===== config.mk =====
export PLATFORM = sky130hd
export DESIGN_NAME = tick_scheduler
export DESIGN_NICKNAME = d
export VERILOG_FILES = /design/src/rtl/tick_scheduler.sv
export SDC_FILE = /design/constraint.sdc
export NUM_CORES = 1
export LEC_CHECK = 0
export ABC_AREA = 1
export CAP_MARGIN = 20
export CORE_ASPECT_RATIO = 0.9
export CORE_MARGIN = 2
export CORE_UTILIZATION = 40
export CTS_CLUSTER_DIAMETER = 30
export DETAILED_ROUTE_END_ITERATION = 12
export GPL_TIMING_DRIVEN = 0
export SYNTH_ARGS = -nofsm -noshare
export SYNTH_HDL_FRONTEND = slang
export SYNTH_SLANG_ARGS = --single-unit

===== constraint.sdc =====
create_clock -name clk -period 1.9 [get_ports clk]
set_input_delay 0.38 -clock clk [delete_from_list [all_inputs] [get_ports clk]]
set_output_delay 0.38 -clock clk [all_outputs]
set_load 0.03 [all_outputs]

===== src/rtl/tick_scheduler.sv =====
// Shared prescaler plus NUM_CH programmable clock-enable strobe channels.
// Channels are reconfigured through a two-state valid/ready port and share pause and sync.

module tick_scheduler_ch #(
    parameter int PER_W      = 16,
    parameter int RST_PERIOD = 1000
) (
    input  logic             clk,
    input  logic             rst_n,
    input  logic             w,
    input  logic             pause,
    input  logic             sync,
    input  logic             apply,
    input  logic [PER_W-1:0] ap_period,
    input  logic             ap_en,
    output logic             tick,
    output logic             en
);
    logic [PER_W-1:0] period;
    logic [PER_W-1:0] cnt;

    // Precedence: a config write beats sync, which beats pause and the base tick.
    always_ff @(posedge clk or negedge rst_n) begin
        if (!rst_n) begin
            period <= PER_W'(RST_PERIOD);
            en     <= 1'b0;
            cnt    <= '0;
            tick   <= 1'b0;
        end else if (apply) begin
            period <= ap_period;
            en     <= ap_en;
            cnt    <= '0;
            tick   <= 1'b0;
        end else if (sync || !en) begin
            cnt    <= '0;
            tick   <= 1'b0;
        end else if (pause || !w) begin
            tick   <= 1'b0;
        end else if (cnt == period - PER_W'(1)) begin
            cnt    <= '0;
            tick   <= 1'b1;
        end else begin
            cnt    <= cnt + PER_W'(1);
            tick   <= 1'b0;
        end
    end
endmodule

module tick_scheduler #(
    parameter int CLK_HZ     = 100_000_000,
    parameter int BASE_HZ    = 1000,
    parameter int NUM_CH     = 4,
    parameter int PER_W      = 16,
    parameter int RST_PERIOD = 1000
) (
    input  logic                      clk,
    input  logic                      rst_n,
    input  logic                      cfg_valid,
    output logic                      cfg_ready,
    input  logic [$clog2(NUM_CH)-1:0] cfg_ch,
    input  logic [PER_W-1:0]          cfg_period,
    input  logic                      cfg_en,
    input  logic                      pause,
    input  logic                      sync,
    output logic                      base_tick,
    output logic [NUM_CH-1:0]         tick_o,
    output logic [NUM_CH-1:0]         ch_en
);
    localparam int PRE_DIV = CLK_HZ / BASE_HZ;
    localparam int PRE_W   = $clog2(PRE_DIV);
    localparam int CH_W    = $clog2(NUM_CH);

    typedef enum logic {IDLE, APPLY} state_t;

    typedef struct packed {
        logic [CH_W-1:0]  ch;
        logic [PER_W-1:0] period;
        logic             en;
    } cfg_req_t;

    logic [PRE_W-1:0] pre_cnt;
    logic             w;
    state_t           state, state_nx;
    logic             cap;
    cfg_req_t         req_q;
    logic [NUM_CH-1:0] apply_vec;

    assign w = (pre_cnt == PRE_W'(PRE_DIV - 1));

    always_ff @(posedge clk or negedge rst_n) begin
        if (!rst_n) begin
            pre_cnt   <= '0;
            base_tick <= 1'b0;
        end else if (sync) begin
            pre_cnt   <= '0;
            base_tick <= 1'b0;
        end else begin
            pre_cnt   <= w ? '0 : pre_cnt + PRE_W'(1);
            base_tick <= w;
        end
    end

    always_ff @(posedge clk or negedge rst_n) begin
        if (!rst_n) begin
            state     <= IDLE;
            cfg_ready <= 1'b1;
        end else begin
            state     <= state_nx;
            cfg_ready <= (state_nx == IDLE);
        end
    end

    always_comb begin
        state_nx = state;
        cap      = 1'b0;
        case (state)
            IDLE: if (cfg_valid) begin
                cap      = 1'b1;
                state_nx = APPLY;
            end
            APPLY: state_nx = IDLE;
            default: state_nx = IDLE;
        endcase
    end

    // Period 0 is folded to 1 at capture so channels never see a zero period.
    always_ff @(posedge clk or negedge rst_n) begin
        if (!rst_n) begin
            req_q <= '0;
        end else if (cap) begin
            req_q.ch     <= cfg_ch;
            req_q.period <= (cfg_period == '0) ? PER_W'(1) : cfg_period;
            req_q.en     <= cfg_en;
        end
    end

    // Out-of-range channel indices match no lane, so the write is silently dropped.
    for (genvar gi = 0; gi < NUM_CH; gi++) begin : g_ch
        assign apply_vec[gi] = (state == APPLY) && (req_q.ch == CH_W'(gi));

        tick_scheduler_ch #(
            .PER_W      (PER_W),
            .RST_PERIOD (RST_PERIOD)
        ) u_ch (
            .clk       (clk),
            .rst_n     (rst_n),
            .w         (w),
            .pause     (pause),
            .sync      (sync),
            .apply     (apply_vec[gi]),
            .ap_period (req_q.period),
            .ap_en     (req_q.en),
            .tick      (tick_o[gi]),
            .en        (ch_en[gi])
        );
    end
endmodule


-- Word level (Yosys, flattened, before mapping)
Cells that the tools add are included.
W data, S select, Z words.
- logic and storage cells: 101
- bits of input ports: 24
- flip-flop bits (word level): 175
- output and inout bits: 10
- bitwise logic cells: 2
- mux-type cells: 39
- reductions and logical operators: 16
- equality and inequality tests: 12
- add/subtract/negate cells: 9
- operators with widths (kind ; number):
    $mux W16 ; 17
    $add A16 B1 Y16 const B ; 4
    $eq A16 B16 Y1 ; 4
    $sub A16 B1 Y16 const B ; 4
    $mux W17 ; 2
    $mux W1 ; 19
    $add A17 B1 Y17 const B ; 1
    $eq A17 B17 Y1 const B ; 1
    $logic_not A16 Y1 ; 1
    $ne A3 B1 Y1 const B ; 4
    $logic_not A1 Y1 ; 5
    $logic_or A1 B1 Y1 ; 5
    $eq A2 B2 Y1 const B ; 2
    $logic_and A1 B1 Y1 ; 4
    $eq A2 B1 Y1 const B ; 1
    $logic_not A2 Y1 ; 1
    $not A1 Y1 ; 2
    $pmux W1 S2 ; 1

-- Depth between registers and ports, before layout
Gate-level depths: netlist of the first run.
- word-level depth: 6
- depth in mapped cells: 15
- mapped depth without buffers: 15

-- Modules after synthesis
From an unflattened synthesis of the first run, not the netlist that was laid out.
- cells, all modules: 1729
- area, all modules: 11423.5 um^2
- by module, submodules not included (module ; seq. area each (um^2) ; area an instance (um^2) ; instances ; cells each):
    tick_scheduler_ch (g_ch[0].u_ch ...) ; 858.3 ; 2321.0 ; 3 ; 359
    tick_scheduler_ch (g_ch[3].u_ch) ; 858.3 ; 2576.2 ; 1 ; 409
    tick_scheduler ; 977.2 ; 1884.3 ; 1 ; 243

-- Worst setup path after synthesis of the first run
No wires, ideal clock.
- path kind: register to register
- from: register g_ch[2].u_ch.period[0]
- to: register g_ch[2].u_ch.cnt[3]
- clock period less this slack: 1.899 ns
- required time: 1.773 ns
- buffers on the path: 0
- cell stages (with the launch flop): 13
- setup time: 0.127 ns
- slack: 0.001 ns
- data arrival time: 1.772 ns
- cell sequence: dfrtp_1 inv_1 ha_1 nand3_4 nor2_4 nand2_1 nor2_1 xor2_1 nand2_1 nor3_1 nand2_1 nand2_1 o21ai_0
- word-level cells in the longest chain between the ends: 6
- ends and longest elaborated chain (item ; RTL line ; source):
    start: declaration ; 19 ; logic [PER_W-1:0] period;
    start signal: assignment ; 25 ; period <= PER_W'(RST_PERIOD);
    start signal: assignment ; 30 ; period <= ap_period;
    $sub A16 B1 Y16 ; 39 ; end else if (cnt == period - PER_W'(1)) begin
    $eq A16 B16 Y1 ; 39 ;
    $mux W16 ; 39 ;
    $mux W16 ; 37 ; end else if (pause || !w) begin
    $mux W16 ; 34 ; end else if (sync || !en) begin
    $mux W16 ; 29 ; end else if (apply) begin
    end signal: assignment ; 43 ; cnt <= cnt + PER_W'(1);
    end: declaration ; 20 ; logic [PER_W-1:0] cnt;
No other way between the ends. The select of a mux whose other input is x is not followed.
A chain may end at the register's enable or synchronous reset.

-- Final worst setup path of the first run
- from: register g_ch[3].u_ch.period[0]
- to: register g_ch[3].u_ch.cnt[12]
- word-level cells in the longest chain between the ends: 6
- ends and longest elaborated chain (item ; RTL line):
    start: declaration ; 19
    start signal: assignment ; 25
    start signal: assignment ; 30
    $sub A16 B1 Y16 ; 39
    $eq A16 B16 Y1 ; 39
    $mux W16 ; 39
    $mux W16 ; 37
    $mux W16 ; 34
    $mux W16 ; 29
    end signal: assignment ; 43
    end: declaration ; 20
No other way between the ends. The select of a mux whose other input is x is not followed.

==> results of run 1 <==
## per-stage QoR
step           setup TNS (ps)  area (sq um)  hold WS [ps]
5_1_grt                -13300         14000           224
4_1_cts                 -2150         13300           210
3_5_place_dp           -21210         11900           400
6_report                -3830         14000           227
3_3_place_gp         -1203580         11900           446
2_1_floorplan               0         11100          84.4
## sequential cells by signal, summed over array words and instances (netlist names)
name and cells:
base_tick 1, cfg_ready 1, g_ch.u_ch.cnt 64, g_ch.u_ch.en 4
g_ch.u_ch.period 64, g_ch.u_ch.tick 4, pre_cnt 17, req_q 19
state 1
## Yosys cell counts (4+ instances only)
cell,instances
a211oi_1,4
a21oi_1,27
buf_4,11
clkbuf_1,18
dfrtp_1,150
dfstp_2,25
ha_1,9
inv_1,174
inv_2,16
nand2_1,449
nand2_2,14
nand3_1,108
nand3b_1,15
nand4_1,39
nor2_1,166
nor2_2,17
nor2_4,7
nor3_1,21
nor3_2,7
nor3b_1,4
nor4_1,8
o21ai_0,106
o21ai_1,14
o21bai_1,7
or2_2,7
xnor2_1,29
xor2_1,63
## worst max-delay path by stage
stage	slack, ps	cells after the start	endpoint
floorplan	1	12	g_ch[2].u_ch.cnt[3]$_DFFE_PN0P_
global placement	-7120	1	g_ch[0].u_ch.cnt[12]$_DFFE_PN0P_
detailed placement	-490	10	g_ch[3].u_ch.cnt[15]$_DFFE_PN0P_
CTS	-80	12	g_ch[2].u_ch.cnt[14]$_DFFE_PN0P_
global route	-270	12	g_ch[2].u_ch.cnt[7]$_DFFE_PN0P_
finish	-120	14	g_ch[3].u_ch.cnt[12]$_DFFE_PN0P_
## worst reg2reg max path: cells and delay by family, from the launching register on
kind | cells | cell delay (ps)
buffers and inverters | 2 | 240
adder cells (fa/ha/maj) | 1 | 160
AND/OR/NAND/NOR | 11 | 1150
flip-flops | 1 | 390
## cell families (layout without fill, tap and decap cells)
family / Yosys count / in the layout
simple gates: 876 / 876
buf+inv: 227 / 355
flops: 175 / 175
compound gates: 163 / 163
xor+xnor: 93 / 93
fa+ha+maj: 9 / 9
## power by group through the flow
| stage | registers [W] | logic (W) | clock network [W] |
|---|---|---|---|
| 2_1_floorplan | 0.00493 | 0.00403 | 0 |
| 3_3_place_gp | 0.00514 | 0.00501 | 0 |
| 3_5_place_dp | 0.00514 | 0.00511 | 0 |
| 4_1_cts | 0.00509 | 0.00588 | 0.00379 |
| 5_1_grt | 0.00520 | 0.00754 | 0.00394 |
| 6_report | 0.00512 | 0.00674 | 0.00371 |
## repair_timing
item | 4_1_cts | 5_1_grt
setup endpoints to repair | 82 | 76
gates cloned | 1 | 0
pin swaps | 46 | 63
hold buffers | 1 | 0
hold endpoints to repair | 70 | 0
buffers inserted | 33 | 28
resized for setup | 146 | 144
## routing by layer
layer  up-vias  routed length, um  track usage, %
met4         2                458            5.21
met1      4879              14600            29.7
met2       181              13900            32.8
li1       5147                  -               -
met5         -                 48               0
met3        28               1410            4.37
## cells in the final DEF (no fill, tap or decap), types with 20 or more instances in the layout
master | synthesis | final
dfrtp_1 | 150 | 145
xnor2_1 | 29 | 27
nand2_1 | 449 | 417
inv_1 | 174 | 157
nand3_1 | 108 | 72
dfstp_2 | 25 | 25
inv_2 | 16 | 30
nand2_2 | 14 | 29
o21ai_0 | 106 | 90
xor2_1 | 63 | 61
clkdlybuf4s50_1 | 0 | 22
o21ai_1 | 14 | 20
buf_4 | 11 | 63
nand4_1 | 39 | 39
nor2_1 | 166 | 111
nor2_2 | 17 | 43
nor2_4 | 7 | 36
nand3_2 | 2 | 31
## area by class of cell
cell class	instances	area, sq um	area share [%]
inverters	192	739	5.28
clock inverters	13	160	1.14
well taps	354	443	3.17
repair buffers	96	873	6.24
multi-input cells	1141	6700	47.9
clock buffers	19	443	3.17
plain buffers	35	220	1.57
flip-flops and latches	175	4420	31.6
==> results.yml, run 1 <==
die:
  die_x_um: 180
  core_sq_mm: 0.0271
  initial_core_util_pct: 40.9
  fp.dieH_um: 162
  io_pins: 34
  dieArea_sq_mm: 0.0291
  rows: 57
power:
  ir_worst_vdd_mv: 0.681
  power.internal_w: 0.00917
  power.total_w: 0.0156
  switchingPower_w: 0.00639
  p_comb_share_pct: 43.3
  clkPwrFrac_pct: 23.8
  swShare_pct: 41.1
  p_leak_nw: 6.37
  seq_power_share_pct: 32.9
  power_density_mw_per_mm2: 1110
logic_synthesis:
  yosysUniqueCellTypes: 45
  synth_nets: 1576
  synthFlopType: "dfrtp_1"
  synthAdderAreaFrac_pct: 1.02
  synth_compound_area_share_pct: 7.70
  yosys_warnings: 0
  synthSimpleGateAreaFrac_pct: 35.6
  synth_cells: 1543
  synth.avg_cell_area_sq_um: 7.19
  muxShareOfSynthArea_pct: 0
  synthXorXnorAreaFrac_pct: 7.47
  syn-cell-area_sq_mm: 0.0111
  synth-seq-cells: 175
  synth-edff-count: 0
  ys_seq_area_share_pct: 39.8
  synth_top_family_by_area: "simple AND/OR/NAND/NOR gates"
  synth-async-reset-ratio_pct: 100
  synthTopCellsByArea: "dfrtp_1 34%, nand2_1 15%, dfstp_2 5.9%, inv_1 5.9%, nor2_1 5.6%"
  synth_top_area_cell: "dfrtp_1"
  yosys.area.top_type_share_pct: 33.8
critical_path:
  path_buf_inv: 2
  path_max_fanout: 7
  critical_path.top_delay_family: "simple AND/OR/NAND/NOR gates"
  crit_required_ps: 2230
  r2r-end: "g_ch[3].u_ch.cnt[12]$_DFFE_PN0P_"
  crit_path_start_kind: "flip-flop"
  worstRegToRegCells: 14
  end_kind: "flip-flop"
  cp_data_arrival_time_ps: 2360
  cp-startpoint: "g_ch[3].u_ch.period[0]$_DFFE_PN0P_"
  cp_slowest_cell: "dfrtp_1"
  cp_cell_sequence: "inv_2, ha_4, nand2_4, nor2_4, buf_6, nand2_4, nand2_2, nand2_1, nand2_1, nand3_2, nor2_4, nand4_1, nand2_4, nor2_1"
  rrSetupSlack_ps: -120
  slowest_delay_ps: 390
  regToRegStartpoint: "g_ch[3].u_ch.period[0]$_DFFE_PN0P_"
  cpMostUsedCell: "nand2_4"
  crit_type: "flip-flop to flip-flop"
clocking:
  cts_num_sinks: 175
  cts_made_buffers: 17
  cts_tree: "yes"
  clk_pin_slew_ps: 70
  root_buffer: "clkbuf_16"
  htree_levels: 4
  clk_latency_ps: 440
  cts_buffer_depth: 2
sta:
  max_freq_ghz: 0.494
  rsz0062_at_grt: "true"
  drv_slew: 0
  finalHoldViolCount: 0
  finalCritPeriodShare_pct: 106
  period_needed_ps: 2020
  worst_slew_pin_slew_ps: 759
  relSlewSlack_pct: 48.9
  setup_viol: 63
  clock_skew_ps: 9.81
  layout_setup_ws_ps: -123
route:
  drc: 0
  ant_nets: 0
  wl_per_cell_um: 15.0
  first_iter_violations: 626
  routed_wl_um: 30400
  viasPerCell: 5.06
  drt_pre_antenna_iters: 7
  num_vias: 10200
place:
  io_buffer_count: 32
  dp.cells: 1930
  finalWeightedCongestion: 0.861
  place_hpwl_um: 21400
  place_ws_ps: -488
grt:
  grt_pass1_vias: 9675
  track_usage_pct: 21.0
  grt_max_degree: 104
  grt_antenna_before_repair: 0
  grt_pass1_wl_um: 49400
  grt-ovfl-total: 0
layout:
  antenna_cells: 0
  n_fill_cell: 2619
  drive_gt1_share_pct: 23.9
  synthToLayoutAreaGrowth_pct: 26.1
  utilization_pct: 51.6
  fin_nets: 1691
  fin_cells: 2025
run_status:
  status: "finished, violations left"
  violations: "negative setup slack"
min_path:
  min_path_cells: 2
  whs_endpoint: "pre_cnt[1]$_DFF_PN0_"
  worstHoldStart: "sync"
  hold_class: "input port to flip-flop"
flow_run:
  maxCapViolations: 0
(Power assumes the default switching activity.)
==> run 2, diff against run 1 <==
--- a/config.mk
+++ b/config.mk
@@ -9,7 +9,7 @@
 export CAP_MARGIN = 20
 export CORE_ASPECT_RATIO = 0.9
 export CORE_MARGIN = 2
-export CORE_UTILIZATION = 40
+export CORE_UTILIZATION = 30
 export CTS_CLUSTER_DIAMETER = 30
 export DETAILED_ROUTE_END_ITERATION = 12
 export GPL_TIMING_DRIVEN = 0
==> run 2 against run 1 <==
Effect of this change:
- the flow still finishes with violations (negative setup slack)
- hold slack lost 8.3 ps
- setup slack lost 43 ps
- final area grew 0.90%
- total power shrank 0.90%
- largest cell class unchanged
- largest power group unchanged
==> results.yml, run 2 (synthesis results as in run 1) <==
layout:
  seq_area_sq_mm: 0.00441
  largestRegisters: "g_ch.u_ch.cnt: 64 flops, g_ch.u_ch.period: 64 flops, req_q: 19 flops"
  synthToLayoutAreaGrowth_pct: 27.3
  n_fill_cell: 3617
  final_common_cell: "nand2_1"
  antenna_cells: 0
  drive_gt1_share_pct: 24.7
  final_cell_mix: "413 x nand2_1, 151 x inv_1, 147 x dfrtp_1"
  fin_cells: 2150
  multi_input_area_sq_mm: 0.00669
  fin_nets: 1694
power:
  power_density_mw_per_mm2: 1090
  ir_worst_vdd_mv: 0.694
  p_leak_nw: 6.33
die:
  fp.dieH_um: 186
  dieArea_sq_mm: 0.0385
  initial_core_util_pct: 30.6
  die_x_um: 207
  rows: 66
  io_pins: 34
  core_sq_mm: 0.0363
critical_path:
  rrSetupSlack_ps: -170
  regToRegStartpoint: "g_ch[2].u_ch.period[4]$_DFFE_PN0P_"
  cp-startpoint: "g_ch[2].u_ch.period[4]$_DFFE_PN0P_"
  r2r-end: "g_ch[2].u_ch.cnt[12]$_DFFE_PN0P_"
  path_max_fanout: 7
  end_kind: "flip-flop"
  crit_path_start_kind: "flip-flop"
  worstRegToRegCells: 13
  crit_required_ps: 2230
  critPathCapture: "g_ch[2].u_ch.cnt[12]$_DFFE_PN0P_"
  crit_type: "flip-flop to flip-flop"
  cp_data_arrival_time_ps: 2400
clocking:
  cts_buffer_depth: 2
  clk_latency_ps: 450
  clk_pin_slew_ps: 70
  htree_levels: 4
  cts_num_sinks: 175
  root_buffer: "clkbuf_16"
  cts_made_buffers: 17
  cts_tree: "yes"
grt:
  grt-ovfl-total: 0
  track_usage_pct: 15.9
  grt_pass1_wl_um: 49500
  grt_pass1_vias: 9765
  grt_antenna_before_repair: 0
  grt_max_degree: 121
sta:
  clock_skew_ps: 13.4
  finalHoldViolCount: 0
  holdWs_ps: 219
  worst_slew_pin_slew_ps: 607
  drv_slew: 0
  max_freq_ghz: 0.484
  period_needed_ps: 2070
  layout_setup_ws_ps: -166
  finalCritPeriodShare_pct: 109
  setup_viol: 59
  rsz0062_at_grt: "true"
  relSlewSlack_pct: 59.6
run_status:
  status: "finished, violations left"
  violations: "negative setup slack"
min_path:
  worstHoldStart: "sync"
  hold_class: "input port to flip-flop"
place:
  dp.cells: 2052
  finalWeightedCongestion: 0.839
  place_hpwl_um: 21300
  io_buffer_count: 32
route:
  wl_per_cell_um: 14.0
  dr_wl_met3_um: 1120
  m1WireLength_um: 14300
  viasPerCell: 4.77
  first_iter_violations: 772
  ant_nets: 0
  wl_met2_um: 14300
  drc: 0
  num_vias: 10300
  drt_pre_antenna_iters: 6
  highest_layer: "met4"
  routed_wl_um: 30200
flow_run:
  maxCapViolations: 0
## run 2: cell types whose count changed in the layout (fill, tap and decap cells not counted), moves of 4 or more
cell | previous run | this run
nand2_1 | 417 | 413
buf_6 | 10 | 14
nor3_2 | 6 | 11
nand2_2 | 29 | 33
inv_8 | 1 | 5
o21ai_1 | 20 | 16
inv_2 | 30 | 37
inv_6 | 3 | 8
inv_1 | 157 | 151
## run 2: layer usage
layer	up-vias	global-route usage, %
li1	5160	-
met1	4883	22.1
met2	178	25.8
met3	32	2.53
met4	0	3.68
met5	-	0
## run 2: final cells by class
cell class	instances	share of cell area [%]
inverters	192	5.18
clock inverters	15	1.16
flip-flops and latches	175	31.3
multi-input cells	1141	47.4
well taps	476	4.22
plain buffers	35	1.56
clock buffers	17	3.01
repair buffers	99	6.25
## run 2: worst max-delay path, cell delays in order, from the launching register on
cell and delay (ps):
dfrtp_1 420, buf_4 150, nor2_1 90, inv_1 90, nor2_4 170, buf_6 120, xor2_1 140, nand2_1 100
nor2_2 120, nand3_2 110, nor2_4 140, nand3_2 120, nand2_4 140, nor2_1 60
## run 2: repair_timing
action                                 in CTS  in global routing
setup buffers                              32                 32
setup endpoints to repair                  83                 75
pin swaps                                  53                 86
endpoints found under the hold margin      44                  0
resized for setup                         142                151
hold buffers                                1                  0
cloned                                      1                  0
## run 2: power by group
part           internal (W)  leakage (nW)  switching, W
sequential          0.00443          2.26      0.000749
combinational       0.00264          3.78       0.00397
clock               0.00188         0.290       0.00175
total               0.00895          6.33       0.00647
## run 2: metrics by stage
| stage | setup TNS (ps) | util (%) | total power (W) | setup WS, ps | instance area [sq um] |
|---|---|---|---|---|---|
| CTS | -2490 | 36.9 | 0.0147 | -107 | 13400 |
| global route | -12730 | 38.9 | 0.0166 | -307 | 14100 |
| global placement | -1181410 | 33.1 | 0.0102 | -7000 | 12000 |
| detailed placement | -20520 | 33.2 | 0.0102 | -414 | 12000 |
| floorplan | 0 | - | 0.00896 | 1.32 | 11100 |
| finish | -3640 | 38.9 | 0.0154 | -166 | 14100 |
## run 2: worst min-delay path by stage
stage	to	slack, ps	cells past startpoint
2_1_floorplan	base_tick$_DFF_PN0_	80	0
3_3_place_gp	pre_cnt[0]$_DFF_PN0_	440	1
3_5_place_dp	g_ch[0].u_ch.cnt[7]$_DFFE_PN0P_	340	1
4_1_cts	pre_cnt[2]$_DFF_PN0_	200	2
5_1_grt	pre_cnt[2]$_DFF_PN0_	210	2
6_report	pre_cnt[2]$_DFF_PN0_	220	2
